File: config.mk
export PLATFORM = sky130hd
export DESIGN_NAME = avl_axi_stream_downsizer
export DESIGN_NICKNAME = d
export VERILOG_FILES = /design/src/rtl/avl_axi_stream_downsizer.sv
export SDC_FILE = /design/constraint.sdc
export NUM_CORES = 1
export LEC_CHECK = 0
export CORE_MARGIN = 10
export CORE_UTILIZATION = 47
export CTS_CLUSTER_SIZE = 40
export DETAILED_ROUTE_END_ITERATION = 12
export GPL_TIMING_DRIVEN = 0
export PLACE_DENSITY = 0.8
export SLEW_MARGIN = 40
export SYNTH_ARGS = -nofsm -noshare
export SYNTH_HDL_FRONTEND = slang
export SYNTH_SLANG_ARGS = --single-unit
export TNS_END_PERCENT = 1
File: constraint.sdc
create_clock -name aclk -period 2.3 [get_ports aclk]
set_clock_uncertainty 0.15 [all_clocks]
set_input_delay 0.46 -clock aclk [delete_from_list [all_inputs] [get_ports aclk]]
set_output_delay 0.46 -clock aclk [all_outputs]
set_load 0.005 [all_outputs]
File: src/rtl/avl_axi_stream_downsizer.sv
// AXI-Stream width downsizer: one wide beat in, RATIO narrow slices out.
// The least significant slice goes first. Slices with no kept bytes are
// skipped. A beat with no kept bytes and tlast=1 still yields one empty
// slice, so that the packet boundary is preserved.
module avl_axi_stream_downsizer #(
   parameter int S_TDATA_WIDTH = 32,
   parameter int M_TDATA_WIDTH = 8,
   parameter int TID_WIDTH     = 1,
   parameter int TDEST_WIDTH   = 1,
   parameter int TUSER_WIDTH   = 1
) (
   input  logic                       aclk,
   input  logic                       areset,
   input  logic                       s_tvalid,
   output logic                       s_tready,
   input  logic [S_TDATA_WIDTH-1:0]   s_tdata,
   input  logic [S_TDATA_WIDTH/8-1:0] s_tstrb,
   input  logic [S_TDATA_WIDTH/8-1:0] s_tkeep,
   input  logic                       s_tlast,
   input  logic [TID_WIDTH-1:0]       s_tid,
   input  logic [TDEST_WIDTH-1:0]     s_tdest,
   input  logic [TUSER_WIDTH-1:0]     s_tuser,
   output logic                       m_tvalid,
   input  logic                       m_tready,
   output logic [M_TDATA_WIDTH-1:0]   m_tdata,
   output logic [M_TDATA_WIDTH/8-1:0] m_tstrb,
   output logic [M_TDATA_WIDTH/8-1:0] m_tkeep,
   output logic                       m_tlast,
   output logic [TID_WIDTH-1:0]       m_tid,
   output logic [TDEST_WIDTH-1:0]     m_tdest,
   output logic [TUSER_WIDTH-1:0]     m_tuser
);

   localparam int RATIO = S_TDATA_WIDTH / M_TDATA_WIDTH;
   localparam int SKW   = S_TDATA_WIDTH / 8;
   localparam int MKW   = M_TDATA_WIDTH / 8;
   localparam int IDXW  = (RATIO > 1) ? $clog2(RATIO) : 1;

   generate
      if ((S_TDATA_WIDTH % 8 != 0) || (M_TDATA_WIDTH % 8 != 0) || (M_TDATA_WIDTH < 8) ||
          (S_TDATA_WIDTH % M_TDATA_WIDTH != 0) || (RATIO < 2) ||
          (TID_WIDTH < 1) || (TDEST_WIDTH < 1) || (TUSER_WIDTH < 1)) begin : g_bad_params
         $fatal(1, "avl_axi_stream_downsizer: illegal width combination");
      end
   endgenerate

   typedef enum logic {EMPTY = 1'b0, SEND = 1'b1} state_t;

   state_t                    state, state_nxt;
   logic [IDXW-1:0]           idx, idx_nxt;
   logic                      load;

   logic [S_TDATA_WIDTH-1:0]  held_data;
   logic [SKW-1:0]            held_strb;
   logic [SKW-1:0]            held_keep;
   logic                      held_last;
   logic [TID_WIDTH-1:0]      held_id;
   logic [TDEST_WIDTH-1:0]    held_dest;
   logic [TUSER_WIDTH-1:0]    held_user;

   logic [RATIO-1:0]          held_kept, new_kept;
   logic                      is_final, new_any;
   logic [IDXW-1:0]           next_idx, first_idx;
   logic                      pop, push;

   // Per-slice "has any kept byte" flags for the held beat and the incoming beat
   always_comb begin
      held_kept = '0;
      new_kept  = '0;
      for (int i = 0; i < RATIO; i++) begin
         held_kept[i] = |held_keep[i*MKW +: MKW];
         new_kept[i]  = |s_tkeep[i*MKW +: MKW];
      end
   end

   // Slice search: lowest kept slice above idx (and whether one exists), plus the first kept slice of the incoming beat
   always_comb begin
      is_final  = 1'b1;
      next_idx  = idx;
      new_any   = 1'b0;
      first_idx = '0;
      for (int i = RATIO - 1; i >= 0; i--) begin
         if (i > int'(idx) && held_kept[i]) begin
            is_final = 1'b0;
            next_idx = IDXW'(i);
         end
         if (new_kept[i]) begin
            new_any   = 1'b1;
            first_idx = IDXW'(i);
         end
      end
   end

   // State register: holding flag and current slice index
   always_ff @(posedge aclk or posedge areset) begin
      if (areset) begin
         state <= EMPTY;
         idx   <= '0;
      end else begin
         state <= state_nxt;
         idx   <= idx_nxt;
      end
   end

   // Next state: advance through kept slices, and refill from the slave on the final slice or when empty
   always_comb begin
      pop       = (state == SEND) && m_tready;
      push      = s_tvalid && s_tready;
      state_nxt = state;
      idx_nxt   = idx;
      load      = 1'b0;
      if (pop) begin
         if (is_final) state_nxt = EMPTY;
         else          idx_nxt   = next_idx;
      end
      if (push) begin
         load = 1'b1;
         if (new_any) begin
            state_nxt = SEND;
            idx_nxt   = first_idx;
         end else if (s_tlast) begin
            // Nothing kept, but the packet end still has to be signalled downstream
            state_nxt = SEND;
            idx_nxt   = '0;
         end else begin
            state_nxt = EMPTY;
         end
      end
   end

   // Beat holding register; its contents stay frozen until the next accepted beat
   always_ff @(posedge aclk or posedge areset) begin
      if (areset) begin
         held_data <= '0;
         held_strb <= '0;
         held_keep <= '0;
         held_last <= 1'b0;
         held_id   <= '0;
         held_dest <= '0;
         held_user <= '0;
      end else if (load) begin
         held_data <= s_tdata;
         held_strb <= s_tstrb;
         held_keep <= s_tkeep;
         held_last <= s_tlast;
         held_id   <= s_tid;
         held_dest <= s_tdest;
         held_user <= s_tuser;
      end
   end

   // Outputs: slice select from registered state; s_tready opens combinationally on the final handshake
   always_comb begin
      m_tvalid = (state == SEND);
      s_tready = !areset && ((state == EMPTY) || (pop && is_final));
      m_tdata  = held_data[idx*M_TDATA_WIDTH +: M_TDATA_WIDTH];
      m_tstrb  = held_strb[idx*MKW +: MKW];
      m_tkeep  = held_keep[idx*MKW +: MKW];
      m_tlast  = held_last && is_final;
      m_tid    = held_id;
      m_tdest  = held_dest;
      m_tuser  = held_user;
   end

endmodule

==> run summary <==
Startpoint Class - register
Worst-Margin Slew - 373 ps
# H-tree levels - 2
Num ports - 64
Crit path time final - 2250 ps
Biggest cell delay along the critical path - 480 ps
Final ANT Viol Nets - 0
Post-Syn Instances - 141
Data arrival time of the worst path - 1640 ps
Largest area contributor in the netlist - dfrtp_1
Reg-to-reg endpoint - held_strb[1]
Max_slew headroom - 74.5%
Period Utilization, post-route - 97.9%
Syn-to-layout area delta - 43.6%
CTS tree - built
Most frequent cells in the layout - clkdlybuf4s50_1, dfrtp_1, mux2_2
WHS Path Cells - 1
Antenna cell count - 0
Vias in the first global route - 1,720
Final wirelength - 5360 um
Antenna violations before repair - 0
Cell variety after synth - 26
Port Buf Inserts - 63
FF+latch count, synth - 47
First-pass GRT wire length - 8640 um
Cell area after synthesis - 2140 sq um
Chip width - 87.5 um
Critical R2R Launch - idx[0]
Syn_area_per_cell - 15.2 sq um
R2r setup slk - 340 ps
CP endpoint kind - output port
Congestion Overflow GR - 0
Synth Net Count - 189
Hpwl dp - 4100 um
Max-slew violation count - 0
Max Clock Freq - 444 MHz
Top cells by area, synth - dfrtp_1, mux2_2, mux4_2
CTS root buf - clkbuf_8
DIE AREA - 7650 sq um
Placed Cells - 258
Slowest CP cell - mux4_2
Required @ worst endpoint - 1690 ps
DR WL/cell - 19.8 um
Top-area cell type share of the netlist area - 54.9%
Pwr per Cell Area - 1280 nW/um^2
Max-cap violations - 0
RSZ-0062 raised after global routing - yes
Final hold vios - 0
Reg2reg path depth - 7
Clock slew at reported path FFs - 90 ps
Worst hold start - held_strb[0]
Worst hold slack - 350 ps
CP Cell Sequence - buf_12 -> mux4_2 -> dlygate4sd2_1
Drt initial violations - 46
# rows - 24
Max IR drop VDD - 669 uV
Finished Layout Cells - 270
Core area - 4380 sq um
Max FO, Critical Path - 10
Worst skew pair latency - 300 ps
Synth warn - 0
Worst Setup SP - idx[0]
Share of cells above drive strength 1 - 36.2%
First-pass iteration count of the detailed router - 4
Setup TNS - 0 ps
Drt drc - 0
Outcome - finished, final reports clean
Final setup vio count - 0
Vias per cell - 5.56
Global-route usage over all layers - 14.4%
Critical path type - reg2out
RePlAce Congestion - 0.790
Die H - 87.5 um
Starting Density - 48.8%
Clock sink count - 47
Filler instances - 302
Commonest non-fill, non-tap cell in the layout - clkdlybuf4s50_1
NumNets Final - 265
Hold Path Sink - held_strb[0]
Via count - 1,500
Largest net degree at the start of global routing - 20
Max clock buf depth - 2
CTS buffer count - 5
Hold Crit Class - reg2reg
Sequential area share after synthesis - 54.9%
Static Leak - 1.30 nW
==> power breakdown <==
part           switching (mW)  internal [mW]  total (mW)
Clock                   0.281          0.352       0.633
Combinational           0.644           1.16        1.80
Sequential              0.251           1.25        1.50
==> stage by stage <==
stage	instance area (sq um)	setup WS (ps)	utilization, %	power [mW]
global placement	2840	-920	64.8	3.24
detailed placement	2900	-423	66.0	3.36
finish	3070	48.9	70.1	3.94
floorplan	2140	1.77	-	2.50
CTS	3040	-111	69.3	3.93
global route	3070	-35.0	70.1	4.19
==> cell families after synthesis <==
| group | count (synthesis) | share of synthesized area [%] |
|---|---|---|
| flops | 47 | 54.9 |
| compound gates | 13 | 4.68 |
| mux | 53 | 33.3 |
| simple gates | 16 | 3.97 |
| buf+inv | 12 | 3.10 |
==> final cells by class <==
cell class,instances,area (sq um),area share [%]
buffer,8,76.3,2.48
clock buffer,6,82.6,2.69
tap,52,65.1,2.12
inverter,4,18.8,0.611
multi-input combinational,82,906,29.5
clock inverter,2,35.0,1.14
timing repair buffer,69,713,23.2
sequential,47,1180,38.3
==> synthesized netlist by cell type <==
cell	count
o211a_1	1
dfrtp_1	47
o22ai_1	1
nor3_1	1
or2_2	2
buf_1	1
o21ai_0	1
mux2_2	38
o41ai_2	1
mux2_4	1
o21ai_1	1
o32ai_1	1
mux2_1	4
a2111oi_0	1
nand2b_1	1
mux4_2	10
a211oi_1	1
buf_6	2
buf_2	5
a21oi_1	4
nor2_1	3
a31oi_2	1
inv_1	4
nor2b_1	3
nand4_2	1
nand2_1	5
==> routing by layer <==
metal | global-route usage, % | wire length [um] | vias to the layer above | share of wire (%)
met2 | 23.7 | 2590 | 61 | 48
met4 | 4.64 | 98 | 0 | 1.8
met5 | 0 | 0 | - | 0
li1 | - | - | 668 | -
met3 | 5.24 | 471 | 12 | 8.8
met1 | 17.0 | 2200 | 759 | 41
==> flip-flops by register name, summed over array words and instances (netlist names) <==
name and count:
held_strb 4, m_tdest 1, held_data 32, m_tvalid 1, held_keep 4, m_tuser 1, m_tid 1, idx 2
held_last 1
==> critical path, delay by kind of cell (launching register included) <==
family   cells  cell delay (ps)
buf+inv      2              440
flops        1              420
mux          1              480
==> worst max path at each step <==
| stage | end | depth (start not counted) |
|---|---|---|
| 2_1_floorplan | held_keep[1] | 5 |
| 3_3_place_gp | held_last | 5 |
| 3_5_place_dp | held_strb[1] | 7 |
| 4_1_cts | held_strb[1] | 7 |
| 5_1_grt | s_tready | 6 |
| 6_report | m_tstrb | 3 |
==> what timing repair did <==
item | 4_1_cts | 5_1_grt
hold buffers | 0 | 0
setup buffers | 1 | 3
endpoints found under the hold margin | 0 | 0
pin swaps | 0 | 1
gates resized for setup | 23 | 8
endpoints found under the setup margin | 47 | 53
(Power assumes the default switching activity.)
